===== src/rtl/andla_csr_pkg.sv =====
// Shared CSR definitions for the exram base-address bank: word addresses,
// status bit positions and the address decoder used by the bank.
package andla_csr_pkg;

    localparam int unsigned CSR_DATA_BITWIDTH = 32;
    localparam int unsigned CSR_ADDR_BITWIDTH = 8;

    localparam logic [7:0] CSR_ADDR_ID         = 8'h00;
    localparam logic [7:0] CSR_ADDR_STATUS     = 8'h01;
    localparam logic [7:0] CSR_ADDR_CREDIT     = 8'h02;
    localparam logic [7:0] CSR_ADDR_CNT_LSB    = 8'h03;
    localparam logic [7:0] CSR_ADDR_CNT_MSB    = 8'h04;
    localparam logic [7:0] CSR_ADDR_CNT_CTRL   = 8'h05;
    localparam logic [7:0] CSR_ADDR_EXRAM_BASE = 8'h10;

    localparam int unsigned STATUS_CREDIT_ZERO_BIT = 0;
    localparam int unsigned STATUS_PENDING_LSB     = 8;

    localparam int unsigned CNT_CTRL_ENABLE_BIT = 0;
    localparam int unsigned CNT_CTRL_CLEAR_BIT  = 1;

    typedef enum logic [2:0] {
        REG_ID       = 3'd0,
        REG_STATUS   = 3'd1,
        REG_CREDIT   = 3'd2,
        REG_CNT_LSB  = 3'd3,
        REG_CNT_MSB  = 3'd4,
        REG_CNT_CTRL = 3'd5,
        REG_CHAN     = 3'd6,
        REG_NONE     = 3'd7
    } csr_reg_e;

    // chan_span is the number of word addresses occupied by the channels (2*NUM_CH)
    function automatic csr_reg_e csr_decode(input logic [7:0] addr, input logic [8:0] chan_span);
        csr_reg_e   kind;
        logic [7:0] off;
        off = addr - CSR_ADDR_EXRAM_BASE;
        case (addr)
            CSR_ADDR_ID:       kind = REG_ID;
            CSR_ADDR_STATUS:   kind = REG_STATUS;
            CSR_ADDR_CREDIT:   kind = REG_CREDIT;
            CSR_ADDR_CNT_LSB:  kind = REG_CNT_LSB;
            CSR_ADDR_CNT_MSB:  kind = REG_CNT_MSB;
            CSR_ADDR_CNT_CTRL: kind = REG_CNT_CTRL;
            default: begin
                if ((addr >= CSR_ADDR_EXRAM_BASE) && ({1'b0, off} < chan_span)) begin
                    kind = REG_CHAN;
                end else begin
                    kind = REG_NONE;
                end
            end
        endcase
        return kind;
    endfunction

endpackage


===== src/rtl/andla_csr_exram_chan.sv =====
// One exram base-address channel: LSB staging register with pending flag,
// committed address register and a one-cycle update pulse on commit.
module andla_csr_exram_chan
    import andla_csr_pkg::*;
#(
    parameter int unsigned ADDR_BITWIDTH = 36
) (
    input  logic                     clk,
    input  logic                     rst,
    input  logic                     lsb_we_i,
    input  logic                     msb_we_i,
    input  logic [31:0]              wdata_i,
    output logic [ADDR_BITWIDTH-1:0] addr_o,
    output logic [31:0]              rd_lsb_o,
    output logic [31:0]              rd_msb_o,
    output logic                     pending_o,
    output logic                     upd_o
);

    localparam int unsigned MSB_W = ADDR_BITWIDTH - 32;

    logic [31:0]              stage_q,   stage_d;
    logic                     pending_q, pending_d;
    logic [ADDR_BITWIDTH-1:0] addr_q,    addr_d;
    logic                     upd_q,     upd_d;

    // MSB write commits the staged LSB if one is pending, else keeps the committed LSB
    always_comb begin
        stage_d   = stage_q;
        pending_d = pending_q;
        addr_d    = addr_q;
        upd_d     = 1'b0;
        if (msb_we_i) begin
            addr_d    = {wdata_i[MSB_W-1:0], (pending_q ? stage_q : addr_q[31:0])};
            pending_d = 1'b0;
            upd_d     = 1'b1;
        end else if (lsb_we_i) begin
            stage_d   = wdata_i;
            pending_d = 1'b1;
        end else begin
            upd_d     = 1'b0;
        end
    end

    // Channel state registers
    always_ff @(posedge clk or posedge rst) begin
        if (rst) begin
            stage_q   <= 32'h0000_0000;
            pending_q <= 1'b0;
            addr_q    <= {ADDR_BITWIDTH{1'b0}};
            upd_q     <= 1'b0;
        end else begin
            stage_q   <= stage_d;
            pending_q <= pending_d;
            addr_q    <= addr_d;
            upd_q     <= upd_d;
        end
    end

    assign addr_o    = addr_q;
    assign rd_lsb_o  = pending_q ? stage_q : addr_q[31:0];
    assign rd_msb_o  = 32'(addr_q[ADDR_BITWIDTH-1:32]);
    assign pending_o = pending_q;
    assign upd_o     = upd_q;

endmodule


===== src/rtl/andla_csr_exram_bank.sv =====
// CSR bank for NUM_CH exram base-address channels with a saturating credit
// counter and a 64-bit cycle counter read through an MSB snapshot.
module andla_csr_exram_bank
    import andla_csr_pkg::*;
#(
    parameter int unsigned NUM_CH          = 8,
    parameter int unsigned ADDR_BITWIDTH   = 36,
    parameter int unsigned CREDIT_BITWIDTH = 22,
    parameter logic [31:0] ID_VALUE        = 32'h414E_0001
) (
    input  logic                            clk,
    input  logic                            rst,
    input  logic                            csr_wr_en,
    input  logic                            csr_rd_en,
    input  logic [7:0]                      csr_addr,
    input  logic [31:0]                     csr_wdata,
    output logic [31:0]                     csr_rdata,
    output logic                            csr_rvalid,
    output logic                            csr_err,
    output logic [NUM_CH*ADDR_BITWIDTH-1:0] rf_csr_exram_based_addr,
    output logic [NUM_CH-1:0]               exram_addr_upd,
    input  logic                            credit_inc,
    input  logic                            credit_dec,
    output logic                            credit_zero
);

    localparam logic [8:0]  CHAN_SPAN     = 9'(2 * NUM_CH);
    localparam int unsigned STATUS_PEND_W = (NUM_CH < (CSR_DATA_BITWIDTH - STATUS_PENDING_LSB)) ?
                                            NUM_CH : (CSR_DATA_BITWIDTH - STATUS_PENDING_LSB);

    csr_reg_e   kind_s;
    logic [4:0] ch_idx_s;
    logic       wr_chan_s;
    logic       wr_credit_s;
    logic       wr_ctrl_s;
    logic       rd_cnt_lsb_s;

    logic [NUM_CH-1:0] lsb_we_s;
    logic [NUM_CH-1:0] msb_we_s;
    logic [NUM_CH-1:0] pending_s;
    logic [31:0]       ch_rd_lsb_s [NUM_CH];
    logic [31:0]       ch_rd_msb_s [NUM_CH];

    logic [CREDIT_BITWIDTH-1:0] credit_q, credit_d;
    logic                       credit_zero_q;
    logic [63:0]                cnt_q, cnt_d;
    logic [31:0]                snap_q, snap_d;
    logic                       en_q, en_d;

    logic [31:0] status_s;
    logic [31:0] ch_lsb_sel_s;
    logic [31:0] ch_msb_sel_s;
    logic [31:0] rd_data_s;
    logic [31:0] rdata_q;
    logic        rvalid_q;
    logic        err_q;

    assign kind_s       = csr_decode(csr_addr, CHAN_SPAN);
    // (addr - 0x10) >> 1, computed modulo 32 which covers every legal channel
    assign ch_idx_s     = csr_addr[5:1] - 5'd8;
    assign wr_chan_s    = csr_wr_en && (kind_s == REG_CHAN);
    assign wr_credit_s  = csr_wr_en && (kind_s == REG_CREDIT);
    assign wr_ctrl_s    = csr_wr_en && (kind_s == REG_CNT_CTRL);
    assign rd_cnt_lsb_s = csr_rd_en && (kind_s == REG_CNT_LSB);

    for (genvar k = 0; k < NUM_CH; k++) begin : g_chan
        assign lsb_we_s[k] = wr_chan_s && (ch_idx_s == 5'(k)) && ~csr_addr[0];
        assign msb_we_s[k] = wr_chan_s && (ch_idx_s == 5'(k)) &&  csr_addr[0];

        andla_csr_exram_chan #(
            .ADDR_BITWIDTH(ADDR_BITWIDTH)
        ) u_chan (
            .clk      (clk),
            .rst      (rst),
            .lsb_we_i (lsb_we_s[k]),
            .msb_we_i (msb_we_s[k]),
            .wdata_i  (csr_wdata),
            .addr_o   (rf_csr_exram_based_addr[k*ADDR_BITWIDTH +: ADDR_BITWIDTH]),
            .rd_lsb_o (ch_rd_lsb_s[k]),
            .rd_msb_o (ch_rd_msb_s[k]),
            .pending_o(pending_s[k]),
            .upd_o    (exram_addr_upd[k])
        );
    end

    // Credit next state: CSR load, then inc/dec cancel, then saturating inc or dec
    always_comb begin
        credit_d = credit_q;
        if (wr_credit_s) begin
            credit_d = csr_wdata[CREDIT_BITWIDTH-1:0];
        end else if (credit_inc && credit_dec) begin
            credit_d = credit_q;
        end else if (credit_inc) begin
            if (credit_q != {CREDIT_BITWIDTH{1'b1}}) begin
                credit_d = credit_q + CREDIT_BITWIDTH'(1'b1);
            end else begin
                credit_d = credit_q;
            end
        end else if (credit_dec) begin
            if (credit_q != {CREDIT_BITWIDTH{1'b0}}) begin
                credit_d = credit_q - CREDIT_BITWIDTH'(1'b1);
            end else begin
                credit_d = credit_q;
            end
        end else begin
            credit_d = credit_q;
        end
    end

    // Cycle counter, enable and the MSB snapshot taken on every COUNTER_LSB read
    always_comb begin
        cnt_d  = cnt_q;
        en_d   = en_q;
        snap_d = snap_q;
        if (wr_ctrl_s && csr_wdata[CNT_CTRL_CLEAR_BIT]) begin
            cnt_d = 64'h0;
        end else if (en_q) begin
            cnt_d = cnt_q + 64'h1;
        end else begin
            cnt_d = cnt_q;
        end
        if (wr_ctrl_s) begin
            en_d = csr_wdata[CNT_CTRL_ENABLE_BIT];
        end else begin
            en_d = en_q;
        end
        if (rd_cnt_lsb_s) begin
            snap_d = cnt_q[63:32];
        end else begin
            snap_d = snap_q;
        end
    end

    // Read mux over current register values, so a same-cycle write is not visible
    always_comb begin
        status_s = 32'h0000_0000;
        status_s[STATUS_CREDIT_ZERO_BIT] = credit_zero_q;
        status_s[STATUS_PENDING_LSB +: STATUS_PEND_W] = pending_s[STATUS_PEND_W-1:0];
        ch_lsb_sel_s = 32'h0000_0000;
        ch_msb_sel_s = 32'h0000_0000;
        for (int k = 0; k < NUM_CH; k++) begin
            if (ch_idx_s == 5'(k)) begin
                ch_lsb_sel_s = ch_rd_lsb_s[k];
                ch_msb_sel_s = ch_rd_msb_s[k];
            end else begin
                ch_lsb_sel_s = ch_lsb_sel_s;
                ch_msb_sel_s = ch_msb_sel_s;
            end
        end
        case (kind_s)
            REG_ID:       rd_data_s = ID_VALUE;
            REG_STATUS:   rd_data_s = status_s;
            REG_CREDIT:   rd_data_s = 32'(credit_q);
            REG_CNT_LSB:  rd_data_s = cnt_q[31:0];
            REG_CNT_MSB:  rd_data_s = snap_q;
            REG_CNT_CTRL: rd_data_s = {31'h0000_0000, en_q};
            REG_CHAN:     rd_data_s = csr_addr[0] ? ch_msb_sel_s : ch_lsb_sel_s;
            default:      rd_data_s = 32'h0000_0000;
        endcase
    end

    // Top-level state and registered CSR response
    always_ff @(posedge clk or posedge rst) begin
        if (rst) begin
            credit_q      <= {CREDIT_BITWIDTH{1'b0}};
            credit_zero_q <= 1'b1;
            cnt_q         <= 64'h0;
            snap_q        <= 32'h0000_0000;
            en_q          <= 1'b0;
            rdata_q       <= 32'h0000_0000;
            rvalid_q      <= 1'b0;
            err_q         <= 1'b0;
        end else begin
            credit_q      <= credit_d;
            credit_zero_q <= (credit_d == {CREDIT_BITWIDTH{1'b0}});
            cnt_q         <= cnt_d;
            snap_q        <= snap_d;
            en_q          <= en_d;
            rdata_q       <= csr_rd_en ? rd_data_s : 32'h0000_0000;
            rvalid_q      <= csr_rd_en;
            err_q         <= (csr_rd_en || csr_wr_en) && (kind_s == REG_NONE);
        end
    end

    assign csr_rdata   = rdata_q;
    assign csr_rvalid  = rvalid_q;
    assign csr_err     = err_q;
    assign credit_zero = credit_zero_q;

endmodule


===== config.mk =====
export PLATFORM = sky130hd
export DESIGN_NAME = andla_csr_exram_bank
export DESIGN_NICKNAME = d
export VERILOG_FILES = /design/src/rtl/andla_csr_pkg.sv /design/src/rtl/andla_csr_exram_chan.sv /design/src/rtl/andla_csr_exram_bank.sv
export SDC_FILE = /design/constraint.sdc
export NUM_CORES = 2
export LEC_CHECK = 0
export ABC_AREA = 1
export BUFFER_PORTS_ARGS = -buffer_cell sky130_fd_sc_hd__buf_2
export CORE_MARGIN = 2
export CORE_UTILIZATION = 53
export DETAILED_ROUTE_END_ITERATION = 8
export GPL_ROUTABILITY_DRIVEN = 0
export PLACE_DENSITY_LB_ADDON = 0.3
export SLEW_MARGIN = 0
export SYNTH_ARGS = -nofsm -noshare
export SYNTH_HDL_FRONTEND = slang
export SYNTH_SLANG_ARGS = --single-unit

===== constraint.sdc =====
create_clock -name clk -period 21.5 [get_ports clk]
set_input_delay 2.15 -clock clk [delete_from_list [all_inputs] [get_ports clk]]
set_output_delay 2.15 -clock clk [all_outputs]
set_load 0.02 [all_outputs]

==> run_results.csv <==
group,metric,value,unit
power,power_density,80.3,nW/um^2
timing,timing.final.ws_setup,16.24,ns
yosys,ys_async_sr_fraction,100,%
routing,ant_nets,0,
clock_network,cts_max_level,3,
floorplan,fp.dieW,258,um
clock_network,clock_path_buffers,3,
yosys,mappedNetlistArea,34200,um^2
power,pwr-share-seq,46.9,%
floorplan,core_area,64100,um^2
setup_path,r2r-start,"g_chan[1].u_chan.pending_o$_DFFE_PP0P_",
clock_network,hold_buffers,0,
timing,finalHoldViolCount,0,
yosys,synth_mux_area_share,2.14,%
clock_network,clock_latency,0.64,ns
setup_path,path_max_fanout,44,
setup_path,cp_num_buf_inv,6,
grt,top_usage_layer,"met2",
grt,gr-usage-all-layers,36.4,%
setup_path,crit_type,"input pin to register",
setup_path,start_kind,"input pin",
routing,drtIter0Drc,4194,
yosys,ys_seq_area_share,52.3,%
setup_path,cp_top_family,"buffers and inverters",
yosys,ys_ff_latch,714,
layout,syn2layout_area_growth,13.6,%
routing,vias_per_cell,5.89,
yosys,yosys.area_share.simple,20.4,%
layout,diodes,0,
flow_run,maxCapViolations,0,
grt,grt-ovfl-total,0,
yosys,synth_top_family_by_area,"simple AND/OR/NAND/NOR gates",
timing,layout_worst_path_cycle_share,24.5,%
hold_path,hp-class,"register to register",
setup_path,path_cells,"buf_2 > inv_1 > ha_1 > nand2_1 > nor2_1 > inv_1 > nor2_2 > buf_4 > inv_1 > nor2_4 > nand2_1 > inv_2 > nand2_1 > o21ai_0",
hold_path,hp-start,"cnt_q[43]$_DFFE_PP0P_",
grt,grt_pass1_vias,28700,
grt,grtUsageMet2,55.9,%
clock_network,cts_root_buf,"clkbuf_16",
layout,instances_no_fill,5360,
setup_path,critPathRequiredTime,22.02,ns
floorplan,ios,377,
grt,use_met1,48.6,%
routing,wl_per_cell,22.8,um
setup_path,cp_data_arrival_time,5.78,ns
grt,grt_antenna_before_repair,1,
power,ir_worst_vdd,64.9,uV
floorplan,dieArea,66500,um^2
routing,drc,0,
placed_design,port_buffers,376,
yosys,synthXorXnorAreaFrac,0.256,%
clock_network,post-cts-setup-buffers,0,
layout,drive_gt1_share,13.8,%
yosys,synth_compound_area_share,17.2,%
yosys,synth-adder-area-share,0.220,%
run_status,status,"complete, no violations",
yosys,synth_edf_count,0,
timing,grt_setup_unrepaired,"false",
power,pwr-share-clk,42.4,%
clock_network,cts_tree,"built",
placed_design,dp.cells,5222,
power,comb_power_share,10.7,%
power,p_int,2240,uW
setup_path,cpMaxStageDelayCell,"inv_2",
yosys,synth_warnings,0,
clock_network,clkSinkCount,714,
clock_network,cts_buffers,76,
yosys,avgSynthCellArea,8.13,um^2
yosys,ys.flop_type,"dfrtp_1",
clock_network,post_cts_resized,0,
timing,slew_violations,0,
routing,vias,31600,
placed_design,place_hpwl,85.7,mm
yosys,synth_cell_types,58,
timing,period_needed,5.26,ns
floorplan,start_util,53.3,%
floorplan,row_count,93,
timing,fin_skew,0.0264,ns
setup_path,endpoint_kind,"register",
timing,clock.fmax,190,MHz
setup_path,slowest_delay,0.81,ns
clock_network,path_clk_slew,0.06,ns
timing,finalSetupTns,0,ns
yosys,syn_inst,4199,
timing,relSlewSlack,13.3,%
grt,grtUsageMet3,8.23,%
placed_design,pre_cts_slack,15.56,ns
layout,nets,4497,
power,switchingPower,875,uW
routing,dr.pass1.iters,9,
power,p_leak,0.0181,uW
grt,grt_pass1_wl,181,mm
floorplan,fp.dieH,258,um
yosys,synth_nets,4251,
power,swShare,28.1,%
grt,grt_max_degree,167,
timing,setup_viol,0,
setup_path,critPathLaunch,"csr_addr[4]",
routing,wl,122,mm
timing,tightest_slew,1.30,ns
## layout make-up
type                            count  area (um^2)
Tap cell                          855         1070
Timing Repair Buffer              416         2190
Fill cell                        5586        25300
Inverter                          376         1420
Sequential cell                   714        17900
Clock inverter                     20          166
Multi-Input combinational cell   2861        13800
Clock buffer                      118         2330
## logic make-up (layout without fill, tap and decap cells)
group / after synthesis / count (layout)
mux: 73 / 73
xor+xnor: 10 / 10
compound gates: 1072 / 1072
simple gates: 1700 / 1700
buf+inv: 624 / 930
fa+ha+maj: 6 / 6
flops: 714 / 714
## final timing paths
| check | endpoint | slack, ns | cells after the start |
|---|---|---|---|
| max | g_chan[5].u_chan.addr_o[24]$_DFFE_PP0P_ | 16.24 | 14 |
| min | cnt_q[43]$_DFFE_PP0P_ | 0.48 | 1 |
| max reg2reg | csr_rdata[23]$_DFF_PP0_ | 17.91 | 11 |
| min reg2reg | cnt_q[43]$_DFFE_PP0P_ | 0.48 | 1 |
| max in group asynchronous | g_chan[7].u_chan.addr_o[29]$_DFFE_PP0P_ | 16.35 | 6 |
| min in group asynchronous | g_chan[0].u_chan.addr_o[31]$_DFFE_PP0P_ | 1.56 | 2 |
## routing by layer
metal	share of wire, %	wire [um]
met1	39	47200
met2	45	55300
met3	10	12600
met4	6.0	7310
met5	0	0
## layout by cell type, fill, tap and decap left out, types with 67 or more instances in the layout
cell type / count
nand2_1: 1280
dfrtp_1: 707
o21ai_0: 579
buf_2: 376
inv_1: 355
o21ai_1: 212
nor2_1: 145
nand3_1: 122
a21oi_1: 105
clkbuf_16: 78
mux2i_1: 72
o211ai_1: 67
## Yosys cell counts, drive strengths merged, types with 22 or more instances
master  instances  area, um^2
a21oi         106         542
a221oi         22         193
buf           112         636
clkbuf        136         510
dfrtp         713       17800
inv           373        1400
mux2i          72         721
nand2        1295        4890
nand3         128         678
nand4          25         163
nor2          171         744
nor3           52         280
o211ai         67         503
o21ai         791        3960
## power groups by stage
stage	Sequential [uW]	Combinational (uW)	Clock, uW
floorplan	1460	234	0
global placement	1480	321	0
detailed placement	1480	327	0
CTS	1460	329	1330
global route	1470	367	1380
finish	1460	334	1320
## through the flow
step	power (uW)	util (%)	hold WS (ns)	instance area (um^2)
3_5_place_dp	1810	56.6	0.456	36300
6_report	3120	60.5	0.476	38800
2_1_floorplan	1690	-	0.433	34200
4_1_cts	3110	60.5	0.464	38800
5_1_grt	3210	60.5	0.494	38800
3_3_place_gp	1800	56.6	0.449	36300
## state kept, by name (all words and copies together), names as in the netlist
signal and flops:
en_q 1, g_chan.u_chan.addr_o 288, g_chan.u_chan.upd_o 8, csr_rvalid 1, g_chan.u_chan.stage_q 256, csr_err 1, credit_q 22, g_chan.u_chan.pending_o 8
snap_q 32, cnt_q 64, credit_zero 1, csr_rdata 32
## worst reg2reg max path: stages, from the launching register on
cell	delay (ns)
dfrtp_1	0.32
buf_4	0.50
inv_1	0.31
buf_4	0.31
a21boi_0	0.46
o211ai_1	0.15
nand2_1	0.13
nand2_1	0.07
a211oi_1	0.63
o211ai_1	0.28
o211ai_1	0.16
a21oi_1	0.10
Note: power is estimated with default switching activity, not from simulation.
